<file path="src/rtl/vga_pattern_gen_pkg.sv">
// Shared encodings for the VGA test-pattern generator: mode codes, 3-bit colours, default timing.
package vga_pattern_gen_pkg;

  typedef enum logic [1:0] {
    MODE_VBAR   = 2'd0,
    MODE_HBAR   = 2'd1,
    MODE_CHECK  = 2'd2,
    MODE_SCROLL = 2'd3
  } mode_e;

  localparam logic [2:0] BLACK   = 3'd0;
  localparam logic [2:0] RED     = 3'd1;
  localparam logic [2:0] GREEN   = 3'd2;
  localparam logic [2:0] YELLOW  = 3'd3;
  localparam logic [2:0] BLUE    = 3'd4;
  localparam logic [2:0] MAGENTA = 3'd5;
  localparam logic [2:0] CYAN    = 3'd6;
  localparam logic [2:0] WHITE   = 3'd7;

  localparam int DEF_H_ACTIVE = 800;
  localparam int DEF_V_ACTIVE = 600;
  localparam int DEF_NBARS    = 8;
  localparam int DEF_CW       = 3;
  localparam int DEF_CNT_W    = 10;

  // Bar width in pixels/lines; the remainder is absorbed by the last bar.
  function automatic int bar_len(input int len, input int nbars);
    return len / nbars;
  endfunction

endpackage

</file>
<file path="src/rtl/vga_bar_index.sv">
// Combinational coordinate -> bar index; saturates at NBARS-1 so remainder and out-of-range
// coordinates fall into the last bar.
module vga_bar_index
  import vga_pattern_gen_pkg::*;
#(
  parameter int LEN   = 800,
  parameter int NBARS = 8,
  parameter int CNT_W = 10
) (
  input  logic [CNT_W-1:0]         coord_i,
  output logic [$clog2(NBARS)-1:0] idx_o
);

  localparam int BAR = bar_len(LEN, NBARS);

  int cnt;

  always_comb begin
    cnt = 0;
    for (int k = 1; k < NBARS; k++) begin
      if (32'(coord_i) >= 32'(k * BAR)) cnt = cnt + 1;
    end
    idx_o = $clog2(NBARS)'(cnt);
  end

endmodule

</file>
<file path="src/rtl/vga_pattern_gen.sv">
// Registered VGA test-pattern generator, 2-cycle latency from hcnt/vcnt/nblank to vga_d.
// Mode is latched at frame start so a picture never mixes two patterns.
module vga_pattern_gen
  import vga_pattern_gen_pkg::*;
#(
  parameter int H_ACTIVE    = DEF_H_ACTIVE,
  parameter int V_ACTIVE    = DEF_V_ACTIVE,
  parameter int NBARS       = DEF_NBARS,
  parameter int CW          = DEF_CW,
  parameter int CNT_W       = DEF_CNT_W,
  parameter int SCROLL_STEP = 1
) (
  input  logic             clk,
  input  logic             rst_n,
  input  logic             nblank,
  input  logic [CNT_W-1:0] hcnt,
  input  logic [CNT_W-1:0] vcnt,
  input  logic [1:0]       mode,
  input  logic             scroll_en,
  output logic [CW-1:0]    vga_d,
  output logic             frame_tick
);

  localparam int XW    = CNT_W + 1;
  localparam int IDX_W = $clog2(NBARS);

  mode_e            mode_q, mode_pix;
  logic [CNT_W-1:0] offset_q, offset_d;
  logic             fs;
  logic [XW-1:0]    x_sum, off_sum, xeff_d;

  // S1
  logic [XW-1:0]    xeff_q;
  logic [CNT_W-1:0] y_q;
  logic             nblank_d1_q, fs_d1_q;
  mode_e            mode_d1_q;

  // S2
  logic [CW-1:0]    vga_d_q, col;
  logic             frame_tick_q;
  logic [IDX_W-1:0] hidx, vidx;

  assign fs = nblank && (hcnt == '0) && (vcnt == '0);

  // The fs pixel already uses the newly sampled mode.
  assign mode_pix = fs ? mode_e'(mode) : mode_q;

  // Offset advance is gated by the mode of the frame that is ending.
  always_comb begin
    offset_d = offset_q;
    off_sum  = {1'b0, offset_q} + XW'(SCROLL_STEP);
    if (off_sum >= XW'(H_ACTIVE)) off_sum = off_sum - XW'(H_ACTIVE);
    if (fs && (mode_q == MODE_SCROLL) && scroll_en) offset_d = off_sum[CNT_W-1:0];
  end

  always_comb begin
    x_sum  = {1'b0, hcnt} + {1'b0, offset_q};
    xeff_d = {1'b0, hcnt};
    if (mode_pix == MODE_SCROLL)
      xeff_d = (x_sum >= XW'(H_ACTIVE)) ? x_sum - XW'(H_ACTIVE) : x_sum;
  end

  always_ff @(posedge clk or negedge rst_n) begin
    if (!rst_n) begin
      mode_q      <= MODE_VBAR;
      offset_q    <= '0;
      xeff_q      <= '0;
      y_q         <= '0;
      nblank_d1_q <= 1'b0;
      fs_d1_q     <= 1'b0;
      mode_d1_q   <= MODE_VBAR;
    end else begin
      if (fs) mode_q <= mode_e'(mode);
      offset_q    <= offset_d;
      xeff_q      <= xeff_d;
      y_q         <= vcnt;
      nblank_d1_q <= nblank;
      fs_d1_q     <= fs;
      mode_d1_q   <= mode_pix;
    end
  end

  vga_bar_index #(.LEN(H_ACTIVE), .NBARS(NBARS), .CNT_W(XW)) u_hidx (
    .coord_i (xeff_q),
    .idx_o   (hidx)
  );

  vga_bar_index #(.LEN(V_ACTIVE), .NBARS(NBARS), .CNT_W(CNT_W)) u_vidx (
    .coord_i (y_q),
    .idx_o   (vidx)
  );

  always_comb begin
    col = CW'(BLACK);
    case (mode_d1_q)
      MODE_VBAR, MODE_SCROLL: col = CW'(32'(hidx) + 32'd1);
      MODE_HBAR:              col = CW'(32'(vidx) + 32'd1);
      MODE_CHECK:             col = (hidx[0] ^ vidx[0]) ? '1 : '0;
      default:                col = CW'(BLACK);
    endcase
    if (!nblank_d1_q) col = CW'(BLACK);
  end

  always_ff @(posedge clk or negedge rst_n) begin
    if (!rst_n) begin
      vga_d_q      <= '0;
      frame_tick_q <= 1'b0;
    end else begin
      vga_d_q      <= col;
      frame_tick_q <= fs_d1_q;
    end
  end

  assign vga_d      = vga_d_q;
  assign frame_tick = frame_tick_q;

endmodule

</file>
<file path="config.mk">
export PLATFORM = sky130hd
export DESIGN_NAME = vga_pattern_gen
export DESIGN_NICKNAME = d
export VERILOG_FILES = /design/src/rtl/vga_pattern_gen_pkg.sv /design/src/rtl/vga_bar_index.sv /design/src/rtl/vga_pattern_gen.sv
export SDC_FILE = /design/constraint.sdc
export NUM_CORES = 1
export LEC_CHECK = 0
export BUFFER_PORTS_ARGS = -buffer_cell sky130_fd_sc_hd__buf_2
export CAP_MARGIN = 10
export CORE_MARGIN = 5
export CORE_UTILIZATION = 50
export CTS_CLUSTER_SIZE = 24
export DETAILED_ROUTE_END_ITERATION = 6
export PLACE_DENSITY = 0.69
export SYNTH_ARGS = -nofsm -noshare
export SYNTH_HDL_FRONTEND = slang
export SYNTH_SLANG_ARGS = --single-unit
</file>
<file path="constraint.sdc">
create_clock -name clk -period 6.2 [get_ports clk]
set_input_delay 0.31 -clock clk [delete_from_list [all_inputs] [get_ports clk]]
set_output_delay 0.31 -clock clk [all_outputs]
set_load 0.02 [all_outputs]
</file>
==> metrics <==
status complete, no violations; crit start category register; commonest cells after routing, fill and taps aside sky130_fd_sc_hd__nand2_1, sky130_fd_sc_hd__dfrtp_1, sky130_fd_sc_hd__buf_2, sky130_fd_sc_hd__ha_1, sky130_fd_sc_hd__inv_1; utilization after layout 56.5%; share of the clock period used by the worst path after layout 86.9%; number of max-slew violations in the final report 0; Synth Instances 369; Area Overhead vs Synth 9.48%; Cell Count Post-Placement 471; number of antenna violations at the first check in global routing 0; cell type with the highest aggregate area in the netlist sky130_fd_sc_hd__dfrtp_1; most common cell after layout, fill and taps aside sky130_fd_sc_hd__nand2_1; number of max-cap violations 0; first-pass GRT wire length 12,200 um; final weighted congestion in routability-driven placement 0.852; post-route insts no fill 479; type of the worst min-delay path in2async; multi-input gate area in the final layout 2230 um^2; count of cells along the worst register-to-register path 22; count of endpoints failing hold in the final timing report 0; worst slew slack as a fraction of its limit between 40% and 50%; CTS-repair resized insts 0; critical register-to-register path endpoint vga_d[2]$_DFF_PN0_; proportion of power drawn by flip-flops and latches between 40% and 50%; count of filler cells inserted in the layout 566; count of endpoints failing setup in the final report 0; Core Footprint 6350 um^2; asr flop ratio synth 100%; maximum VDD drop ~0.11 mV; setup fix buffers added after clock tree synthesis 0; via count of the first global-routing pass approximately 2,600; Ys Warns 0; internal cell power 0.000439 W; number of DRC markers in iteration 0 around 150; maximum number of pins on one net before global-route repair 38; Die Outline Area 8270 um^2; io pins 30; number of buffers created by CTS 5; number of enable-type register cells in the synthesized netlist 0; Final HPWL DP 5750 um; per-cell via count in the routed design 5.80; via count 2,778; flip-flop and latch count after synthesis 37; H-tree level count 2; unrepaired setup endpoints after global routing no; Primary FF master, synth sky130_fd_sc_hd__dfrtp_1; overflow left after global routing 0; post-layout min period 5.39 ns; routed wire length just over 7000 um; final worst clock skew between 0.005 and 0.006 ns; required arrival time at the worst endpoint 6.42 ns; CTS Hold Bufs 0; switching part of the total 32.5%; largest driver fanout on the critical path 5; kind of end point of the critical path register; register-to-register setup slack 0.81 ns; CTS tree done; Least-Margin Pin Slew between 0.8 and 0.9 ns; Std-Cell Rows 29; Arr. time, crit path 5.61 ns; antenna diode count 0; Setup Crit Path Kind reg2reg; CTS Buffer Depth 2; post-synthesis sequential area ratio 28.3%; clock transition at the registers of the reported paths about 0.080 ns; fmax 186 MHz; fraction of synthesized cell area taken by the top area cell type 28.3%; remaining antenna violation count 0; total power density per cell area roughly 180 nW/um^2; number of nets in the finished design ~460; post-DR wirelength/cell 14.7 um; remaining design rule violation count 0; post-synth cell types between 70 and 80; mean instance size in the synthesized netlist 8.87 um^2; Post-Syn Nets roughly 420; share of total power in combinational logic between 30% and 40%; detailed-router iteration count before antenna repair 4; proportion of layout cells with a drive suffix above 1 around 16%; post-synthesis instance area 3270 um^2; # clock sinks 37; leakage power figure 1.63 nW; top post-synthesis cells by area sky130_fd_sc_hd__dfrtp_1, sky130_fd_sc_hd__ha_1, sky130_fd_sc_hd__nand2_1; cell chosen for the clock root sky130_fd_sc_hd__clkbuf_8; initial core utilization 51.6%; Port Buffer Count 29; switching component of the power 0.000212 W; final setup TNS 0 ns; die span in x roughly 91 um; power share of the clock group 25.8%; overall routing resource usage 17.4%; Crit Reg-Reg Startpoint y_q[4]$_DFF_PN0_; footprint of the flip-flops and latches 926 um^2; clock latency at the later pin of the worst-skew pair 0.29 ns; die extent in y roughly 91 um
[worst max-delay path, stage by stage (launching register included)]
cell                        delay (ns)
sky130_fd_sc_hd__dfrtp_1          0.44
sky130_fd_sc_hd__nor2_1           0.20
sky130_fd_sc_hd__o21ai_0          0.12
sky130_fd_sc_hd__a2111oi_0        0.61
sky130_fd_sc_hd__ha_1             0.40
sky130_fd_sc_hd__xor2_1           0.18
sky130_fd_sc_hd__ha_1             0.29
sky130_fd_sc_hd__mux2_2           0.28
sky130_fd_sc_hd__ha_1             0.27
sky130_fd_sc_hd__mux2i_1          0.23
sky130_fd_sc_hd__inv_1            0.07
sky130_fd_sc_hd__ha_1             0.27
sky130_fd_sc_hd__nor2_1           0.15
sky130_fd_sc_hd__a21oi_1          0.07
sky130_fd_sc_hd__ha_1             0.28
sky130_fd_sc_hd__a21oi_1          0.05
sky130_fd_sc_hd__a22oi_1          0.15
sky130_fd_sc_hd__ha_1             0.21
sky130_fd_sc_hd__xnor3_1          0.41
sky130_fd_sc_hd__xnor2_1          0.19
sky130_fd_sc_hd__nor2_1           0.06
sky130_fd_sc_hd__a211o_1          0.26
sky130_fd_sc_hd__a21oi_1          0.12
[layout make-up]
type,instances,area share [%]
repair buffers,30,4.26
well taps,77,2.69
clock buffers,5,1.92
inverters,24,2.51
flip-flops and latches,37,25.8
multi-input cells,303,62.2
clock inverters,3,0.593
[through the flow]
stage	hold WS, ns	setup slack (ns)	total power [W]	cell area, um^2
2_1_floorplan	0.0144	1.26	0.000435	3270
3_3_place_gp	0.336	1.03	0.000480	3490
3_5_place_dp	0.338	0.875	0.000490	3490
4_1_cts	0.125	0.815	0.000660	3580
5_1_grt	0.127	0.522	0.000696	3580
6_report	0.103	0.812	0.000651	3580
[synthesized netlist by cell type, types with 4 or more instances]
cell	n
sky130_fd_sc_hd__a211o_1	6
sky130_fd_sc_hd__a21o_1	6
sky130_fd_sc_hd__a21oi_1	20
sky130_fd_sc_hd__a21oi_2	5
sky130_fd_sc_hd__a31oi_1	7
sky130_fd_sc_hd__dfrtp_1	37
sky130_fd_sc_hd__ha_1	27
sky130_fd_sc_hd__inv_1	23
sky130_fd_sc_hd__mux2_2	4
sky130_fd_sc_hd__mux2i_1	8
sky130_fd_sc_hd__nand2_1	47
sky130_fd_sc_hd__nand2b_1	4
sky130_fd_sc_hd__nand3_1	14
sky130_fd_sc_hd__nand4_1	5
sky130_fd_sc_hd__nor2_1	22
sky130_fd_sc_hd__nor3_1	7
sky130_fd_sc_hd__nor4_1	7
sky130_fd_sc_hd__o21ai_0	14
sky130_fd_sc_hd__o21ai_1	6
sky130_fd_sc_hd__xnor2_1	20
sky130_fd_sc_hd__xor2_1	10
[layer usage]
layer / global-route usage, % / share of wire (%) / vias up
li1: - / - / 1421
met1: 24.4 / 48 / 1283
met2: 28.3 / 47 / 66
met3: 1.83 / 3.1 / 8
met4: 5.38 / 1.5 / 0
met5: 0 / 0 / -
[power groups by stage]
stage	clock network [W]	logic (W)	registers, W
finish	0.000168	0.000216	0.000267
global route	0.000185	0.000242	0.000268
CTS	0.000175	0.000220	0.000266
detailed placement	0	0.000218	0.000271
global placement	0	0.000209	0.000271
floorplan	0	0.000161	0.000275
[cells by family after synthesis]
group                    synth area share, %
flip-flops                              28.3
adder cells (fa/ha/maj)                 10.9
buffers and inverters                   3.63
XOR/XNOR                                10.7
AND/OR/NAND/NOR                         19.5
multiplexers                            4.62
AO/OA/AOI/OAI                           22.4
[flip-flops by register name, indices dropped and copies added (netlist names)]
register     count
nblank_d1_q      1
xeff_q           9
vga_d            3
offset_q        10
y_q             10
frame_tick       1
mode_d1_q        2
fs_d1_q          1
[worst max path at each step]
stage	startpoint	end	slack [ns]	cells past startpoint
6_report	y_q[4]$_DFF_PN0_	vga_d[2]$_DFF_PN0_	0.81	22
3_5_place_dp	y_q[4]$_DFF_PN0_	vga_d[2]$_DFF_PN0_	0.87	22
3_3_place_gp	y_q[4]$_DFF_PN0_	vga_d[2]$_DFF_PN0_	1.03	22
4_1_cts	y_q[4]$_DFF_PN0_	vga_d[2]$_DFF_PN0_	0.81	22
5_1_grt	y_q[4]$_DFF_PN0_	vga_d[2]$_DFF_PN0_	0.52	22
2_1_floorplan	y_q[4]$_DFF_PN0_	vga_d[2]$_DFF_PN0_	1.26	22
Power figures use the tool's default switching activity.
